`src/rtl/reg_wb_arbiter_pkg.sv`:
```
// Shared constants and state encoding for the register-file writeback arbiter.
// Imported by the arbiter top and its round-robin picker.
package reg_wb_arbiter_pkg;

    localparam int WORD_W    = 64;
    localparam int REG_IDX_W = 5;
    localparam int ZR_IDX    = 31;
    localparam int NUM_REGS  = 32;

    // Scrub covers X0..X30; X31 is the hard-wired zero register.
    localparam logic [REG_IDX_W-1:0] LAST_CLR_IDX = REG_IDX_W'(NUM_REGS - 2);

    typedef enum logic {
        RUN   = 1'b0,
        CLEAR = 1'b1
    } state_t;

endpackage

```
`src/rtl/reg_wb_arbiter_rr_arbiter.sv`:
```
// Combinational round-robin picker: the first asserted request at or after ptr_i,
// wrapping modulo N, wins. The picker returns a one-hot grant and the winner index.
module rr_arbiter #(
    parameter int  N  = 2,
    localparam int IW = (N > 1) ? $clog2(N) : 1
) (
    input  logic [N-1:0]  req_i,
    input  logic [IW-1:0] ptr_i,
    output logic [N-1:0]  gnt_o,
    output logic [IW-1:0] idx_o,
    output logic          any_o
);

    logic [IW-1:0] cand [N];
    logic          found;

    genvar gi;
    generate
        for (gi = 0; gi < N; gi++) begin : g_cand
            assign cand[gi] = IW'((int'(ptr_i) + gi) % N);
        end
    endgenerate

    always_comb begin
        gnt_o = '0;
        idx_o = '0;
        found = 1'b0;
        for (int k = 0; k < N; k++) begin
            if (!found && req_i[cand[k]]) begin
                found            = 1'b1;
                gnt_o[cand[k]]   = 1'b1;
                idx_o            = cand[k];
            end
        end
        any_o = found;
    end

endmodule

```
`src/rtl/reg_wb_arbiter.sv`:
```
// Shares the single register-file write port among NREQ writeback requesters with
// round-robin valid/ready arbitration, plus a sequencer that zeroes X0..X30.
module reg_wb_arbiter
    import reg_wb_arbiter_pkg::*;
#(
    parameter int  NREQ    = 2,
    parameter int  WORD    = WORD_W,
    parameter int  XZR_IDX = ZR_IDX,
    localparam int IW      = (NREQ > 1) ? $clog2(NREQ) : 1
) (
    input  logic                      clk,
    input  logic                      rst_n,
    input  logic [NREQ-1:0]           req_valid,
    output logic [NREQ-1:0]           req_ready,
    input  logic [NREQ*REG_IDX_W-1:0] req_reg,
    input  logic [NREQ*WORD-1:0]      req_data,
    input  logic                      clr_start,
    output logic                      clr_busy,
    output logic                      clr_done,
    output logic [REG_IDX_W-1:0]      w_reg,
    output logic [WORD-1:0]           w_data,
    output logic                      RegWrite,
    output logic [IW-1:0]             grant_id
);

    state_t               state_q;
    logic [IW-1:0]        rr_ptr_q;
    logic [IW-1:0]        rr_ptr_d;
    logic [REG_IDX_W-1:0] clr_cnt_q;
    logic [REG_IDX_W-1:0] w_reg_q;
    logic [WORD-1:0]      w_data_q;
    logic                 regwrite_q;
    logic [IW-1:0]        grant_id_q;
    logic                 clr_done_q;

    logic [REG_IDX_W-1:0] reg_arr  [NREQ];
    logic [WORD-1:0]      data_arr [NREQ];
    logic [NREQ-1:0]      gnt;
    logic [IW-1:0]        win_idx;
    logic                 win_any;
    logic                 accept;

    genvar gi;
    generate
        for (gi = 0; gi < NREQ; gi++) begin : g_unpack
            assign reg_arr[gi]  = req_reg[REG_IDX_W*gi +: REG_IDX_W];
            assign data_arr[gi] = req_data[WORD*gi +: WORD];
        end
    endgenerate

    rr_arbiter #(
        .N (NREQ)
    ) u_rr (
        .req_i (req_valid),
        .ptr_i (rr_ptr_q),
        .gnt_o (gnt),
        .idx_o (win_idx),
        .any_o (win_any)
    );

    // clr_start pre-empts any pending request in the cycle it arrives.
    assign accept    = rst_n && (state_q == RUN) && !clr_start && win_any;
    assign req_ready = accept ? gnt : '0;
    assign rr_ptr_d  = (int'(win_idx) == NREQ - 1) ? '0 : win_idx + 1'b1;

    always_ff @(posedge clk) begin
        if (!rst_n) begin
            state_q    <= RUN;
            rr_ptr_q   <= '0;
            clr_cnt_q  <= '0;
            w_reg_q    <= '0;
            w_data_q   <= '0;
            regwrite_q <= 1'b0;
            grant_id_q <= '0;
            clr_done_q <= 1'b0;
        end else begin
            regwrite_q <= 1'b0;
            clr_done_q <= 1'b0;
            case (state_q)
                RUN: begin
                    if (clr_start) begin
                        state_q   <= CLEAR;
                        clr_cnt_q <= '0;
                    end else if (accept) begin
                        rr_ptr_q   <= rr_ptr_d;
                        w_reg_q    <= reg_arr[win_idx];
                        w_data_q   <= data_arr[win_idx];
                        regwrite_q <= (reg_arr[win_idx] != REG_IDX_W'(XZR_IDX));
                        grant_id_q <= win_idx;
                    end
                end
                CLEAR: begin
                    w_reg_q    <= clr_cnt_q;
                    w_data_q   <= '0;
                    regwrite_q <= 1'b1;
                    clr_cnt_q  <= clr_cnt_q + 1'b1;
                    if (clr_cnt_q == LAST_CLR_IDX) begin
                        state_q    <= RUN;
                        clr_done_q <= 1'b1;
                    end
                end
                default: state_q <= RUN;
            endcase
        end
    end

    assign w_reg    = w_reg_q;
    assign w_data   = w_data_q;
    assign RegWrite = regwrite_q;
    assign grant_id = grant_id_q;
    assign clr_busy = (state_q == CLEAR);
    assign clr_done = clr_done_q;

endmodule
```
`config.mk`:
```
export PLATFORM = sky130hd
export DESIGN_NAME = reg_wb_arbiter
export DESIGN_NICKNAME = d
export VERILOG_FILES = /design/src/rtl/reg_wb_arbiter_pkg.sv /design/src/rtl/reg_wb_arbiter_rr_arbiter.sv /design/src/rtl/reg_wb_arbiter.sv
export SDC_FILE = /design/constraint.sdc
export NUM_CORES = 1
export LEC_CHECK = 0
export CAP_MARGIN = 20
export CORE_MARGIN = 3
export CORE_UTILIZATION = 45
export DETAILED_ROUTE_END_ITERATION = 10
export DONT_BUFFER_PORTS = 1
export PLACE_DENSITY = 0.65
export SYNTH_ARGS = -nofsm -noshare
export SYNTH_HDL_FRONTEND = slang
export SYNTH_SLANG_ARGS = --single-unit
```
`constraint.sdc`:
```
create_clock -name clk -period 2 [get_ports clk]
set_input_delay 0.2 -clock clk [delete_from_list [all_inputs] [get_ports clk]]
set_output_delay 0.2 -clock clk [all_outputs]
set_load 0.005 [all_outputs]
```
==> results of run 1 <==
==> where the power goes <==
group          internal, W  total, W  switching (W)
Clock             0.000594   0.00116       0.000567
Sequential         0.00165   0.00172      0.0000708
Combinational     0.000215  0.000592       0.000376
==> timing repair <==
action,4_1_cts,5_1_grt
hold buffers,2,0
resized for setup,0,1
hold endpoints to repair,2,0
setup endpoints to repair,0,1
==> cells in the final DEF (no fill, tap or decap), types with 7 or more instances in the layout <==
cell,synthesis,final
a22oi_1,64,64
a311oi_1,7,7
a311oi_2,60,60
buf_4,5,12
clkbuf_8,0,10
dfxtp_1,79,79
inv_1,9,8
nand3_1,67,67
nor2_1,9,9
o21ai_0,65,65
==> worst paths after layout <==
check / startpoint / cells after the start / end / slack (ps)
setup / recovery: rr_ptr_q / 4 / req_ready[1] / 240
hold / removal: clr_start / 2 / clr_cnt_q[1] / 40
setup reg to reg: rr_ptr_q / 3 / w_data[57] / 270
hold reg to reg: grant_id / 2 / grant_id / 510
==> layer usage <==
metal | track usage | vias up | wire length [microns]
met1 | 0.264 | 1961 | 5310
met5 | 0 | - | 7
met4 | 0.0601 | 2 | 184
met2 | 0.403 | 208 | 6920
li1 | - | 1827 | -
met3 | 0.0820 | 19 | 1410
==> cell families (layout without fill, tap and decap cells) <==
kind of cell / Yosys count / count (layout) / share of synthesized area
AND/OR/NAND/NOR: 101 / 101 / 0.120
flip-flops: 79 / 79 / 0.352
adder cells (fa/ha/maj): 2 / 2 / 0.00556
AO/OA/AOI/OAI: 218 / 218 / 0.431
multiplexers: 1 / 1 / 0.00223
buffers and inverters: 78 / 42 / 0.0888
==> stage by stage <==
stage               area, sq um  power (W)  hold slack, ps
detailed placement         4470    0.00235             338
floorplan                  4500    0.00225             353
finish                     4680    0.00348            42.6
CTS                        4670    0.00351            17.4
global placement           4470    0.00233             336
global route               4680    0.00365            29.2
==> area by class of cell <==
class,instances,area (sq um),area share
repair buffers,17,170,0.0364
inverters,11,45.0,0.00963
clock buffers,10,138,0.0294
multi-input cells,322,2530,0.542
well taps,129,161,0.0345
clock inverters,4,47.5,0.0102
flip-flops and latches,79,1580,0.338
==> out/metrics.yaml, run 1 <==
drive_above_1_share: 0.221
setup_ws_ps: 243
max_freq_ghz: 0.569
syn2layout_area_growth_pct: 3.98
cts_setup_buffers: 0
layout.nets: 585
synth_nets: 624
worstPathArrival_ps: 1560
cp-start-kind: "register"
cts_tree: "yes"
wl_per_cell_microns: 24.2
netlist_instances: 479
crit_chain: "nand2b_4 -> buf_12 -> nand3_1 -> nor2_1"
rsz0062_at_grt: "false"
clockBufferDepth: 2
grt_pass1_vias: 3980
synth_top_area_frac: 0.352
period_needed_ps: 1760
cp_data_required_time_ps: 1800
ys_ff_latch: 79
place_hpwl_microns: 8840
fp-row-count: 35
tns_ps: 0
place_inst: 556
cts_root_buffer: "clkbuf_8"
synth.top_cells.by_count: "dfxtp_1, nand3_1, o21ai_0"
final-setup-viol-count: 0
worst-path-buf-inv: 1
critPathMaxStageDelay_ps: 390
start_util: 0.475
largest_reg_flops: 64
port_buffers: 0
cp_max_fo: 35
min_period_over_period: 0.879
path_class: "register to primary output"
grt_max_degree: 72
first_iter_violations: 370
status: "finished clean"
dp_slack_ps: 310
grt_pass1_wl_microns: 21000
fin_util: 0.494
async_flop_share: 0
synth_edf_count: 0
die-area_sq_um: 11200
chipHeight_microns: 106
viasPerCell: 7.02
endpoint_kind: "primary output"
synthFlopType: "dfxtp_1"
core_area_sq_um: 9460
cts_inserted_buffers: 9
drc: 0
synth.most_common_cell: "dfxtp_1"
clk_latency_ps: 340
holdCritPathClass: "input port to register"
die_x_microns: 106
num_vias: 4017
relSlewSlack: 0.500
ys_seq_area_frac: 0.352
routed_wl_microns: 13800
syn-cell-area_sq_um: 4500
firstDrtPassIters: 5
worst_ir_drop_vdd_v: 0.000273
pwr_density_cell_nw_per_um2: 743
crit_family: "simple AND/OR/NAND/NOR gates"
layout.cells.non_filler: 572
tightest_slew_ps: 750
io_pins: 218
ant_nets: 0
grt_overflow: 0
yosysTopAreaCell: "dfxtp_1"
ys_types: 42
avgSynthCellArea_sq_um: 9.39
cp_slowest_cell: "dfxtp_1"
num-fill-cells: 904
synth_warnings: 0
clock-sinks: 79
place.gp.congestion: 0.793
leakage_nw: 1.34
synth_area_leaders: "dfxtp_1, a311oi_2, a22oi_1, nand3_1, o21ai_0"
insertedDiodeCount: 0
path_clk_slew_ps: 90
skew_ps: 14.3
drv_slew: 0
grt_usage: 0.229
antenna_found_initial: 1
htreeDepth: 3
hold_violations: 0
drv_cap: 0
(Power assumes the default switching activity.)
==> run 2, diff against run 1 <==
- SKIP_CTS_REPAIR_TIMING: unset -> 1
==> run 2 against run 1 <==
Sequential share of layout area unchanged; utilization unchanged; count of clock-buffer cells in the layout unchanged; critical endpoint unchanged; worst setup slack improved by 4.7 ps; via count increased by 0.22%; combinational power about the same; design area unchanged; sequential power about the same; critical path type unchanged; flip-flop and latch count unchanged; largest power group unchanged.
==> out/metrics.yaml, run 2 (synthesized netlist as in run 1, its figures left out) <==
holdCritPathClass: "input port to register"  # unchanged
leakage_nw: 1.34  # unchanged
wl_per_cell_microns: 24.0  # was 24.2 microns
dpl_cell_area_sq_um: 4470  # unchanged
cp_max_fo: 35  # unchanged
status: "finished clean"  # unchanged
cts_inserted_buffers: 9  # unchanged
clk_latency_ps: 340  # about the same
final_area_sq_um: 4680  # unchanged
syn2layout_area_growth_pct: 3.98  # unchanged
global_route.usage.met3: 0.0820  # unchanged
fp-row-count: 35  # unchanged
cp_data_required_time_ps: 1800  # about the same
crit_family: "simple AND/OR/NAND/NOR gates"  # unchanged
relSlewSlack: 0.500  # about the same
p_sw_w: 0.00101  # about the same
final_common_cell: "dfxtp_1"  # unchanged
worst-path-buf-inv: 1  # unchanged
p_clk_frac: 0.333  # was 0.334
rsz0062_at_grt: "false"  # unchanged
drv_cap: 0  # unchanged
drive_above_1_share: 0.221  # unchanged
final_cell_mix: "dfxtp_1, nand3_1, o21ai_0"  # unchanged
seq_area_sq_um: 1580  # unchanged
tns_ps: 0  # unchanged
grt_usage: 0.229  # about the same
endpoint_kind: "primary output"  # unchanged
grt_busiest_layer: "met2"  # unchanged
period_needed_ps: 1750  # was 1760 ps
routed_wl_microns: 13700  # was 13800 microns
first_iter_violations: 343  # was 370
port_buffers: 0  # unchanged
layout.nets: 585  # unchanged
io_pins: 218  # unchanged
hold_violations: 0  # unchanged
viasPerCell: 7.04  # was 7.02
worst_ir_drop_vdd_v: 0.000272  # was 0.000273 V
tightest_slew_ps: 750  # about the same
htreeDepth: 3  # unchanged
min_period_over_period: 0.876  # was 0.879
core_area_sq_um: 9460  # unchanged
clock-sinks: 79  # unchanged
multi_input_comb_area_sq_um: 2530  # unchanged
pwr_density_cell_nw_per_um2: 743  # about the same
ant_nets: 0  # unchanged
grt_pass1_vias: 3974  # was 3980
p_int_w: 0.00246  # about the same
path_class: "register to primary output"  # unchanged
crit_chain: "nand2b_4 -> buf_12 -> nand3_1 -> nor2_1"  # unchanged
die_x_microns: 106  # unchanged
num_vias: 4026  # was 4017
skew_ps: 13.7  # was 14.3 ps
path_clk_slew_ps: 80  # was 90 ps
place.gp.congestion: 0.793  # unchanged
critPathMaxStageDelay_ps: 390  # about the same
grt_overflow: 0  # unchanged
cts_root_buffer: "clkbuf_8"  # unchanged
chipHeight_microns: 106  # unchanged
fin_util: 0.494  # unchanged
antenna_found_initial: 1  # unchanged
p_sw_frac: 0.291  # was 0.292
final-setup-viol-count: 0  # unchanged
use_met1: 0.263  # was 0.264
worstPathArrival_ps: 1550  # was 1560 ps
cp-start-kind: "register"  # unchanged
power_frac_comb: 0.170  # about the same
place_hpwl_microns: 8840  # unchanged
clockBufferDepth: 2  # unchanged
insertedDiodeCount: 0  # unchanged
start_util: 0.475  # unchanged
drv_slew: 0  # unchanged
cp_slowest_cell: "dfxtp_1"  # unchanged
num-fill-cells: 904  # unchanged
gr-usage-met2: 0.402  # was 0.403
largest_reg_flops: 64  # unchanged
die-area_sq_um: 11200  # unchanged
seqPwrFrac: 0.497  # was 0.496
grt_pass1_wl_microns: 20900  # was 21000 microns
max_freq_ghz: 0.571  # was 0.569 GHz
firstDrtPassIters: 5  # unchanged
drc: 0  # unchanged
grt_max_degree: 72  # unchanged
cts_tree: "yes"  # unchanged
[run 2: path summary, 6_finish.rpt]
kind / from / end / slack [ps] / depth (start not counted)
setup / recovery: rr_ptr_q / req_ready[1] / 250 / 4
hold / removal: req_valid[1] / grant_id / 30 / 2
setup reg to reg: rr_ptr_q / w_data[57] / 270 / 3
hold reg to reg: grant_id / grant_id / 510 / 2
[run 2: power groups by stage]
stage	Clock, W	Sequential (W)	Combinational, W
after global placement	0	0.00176	0.000570
after CTS	0.00120	0.00172	0.000588
after detailed placement	0	0.00176	0.000587
final	0.00116	0.00172	0.000590
after global routing	0.00127	0.00173	0.000649
after floorplan	0	0.00174	0.000512
[run 2: layout make-up]
class                      instances  share of cell area
clock buffer                      10              0.0294
clock inverter                     4              0.0102
inverter                          11             0.00963
multi-input combinational        322               0.542
sequential                        79               0.338
tap                              129              0.0345
timing repair buffer              17              0.0364
[run 2: per-layer routing]
layer / part of all wire / routed length [microns] / up-vias
li1: - / - / 1825
met5: 0.00051 / 7 / -
met2: 0.51 / 6980 / 205
met4: 0.0097 / 133 / 2
met1: 0.38 / 5190 / 1981
met3: 0.10 / 1420 / 13
[run 2: through the flow]
stage               total power [W]  setup WS (ps)  hold slack (ps)  cells
floorplan                   0.00225            633              353    479
global placement            0.00233            325              336    556
detailed placement          0.00235            310              338    556
CTS                         0.00351           96.6            -28.9    570
global route                0.00365            114             29.5    572
finish                      0.00347            248             32.8    572
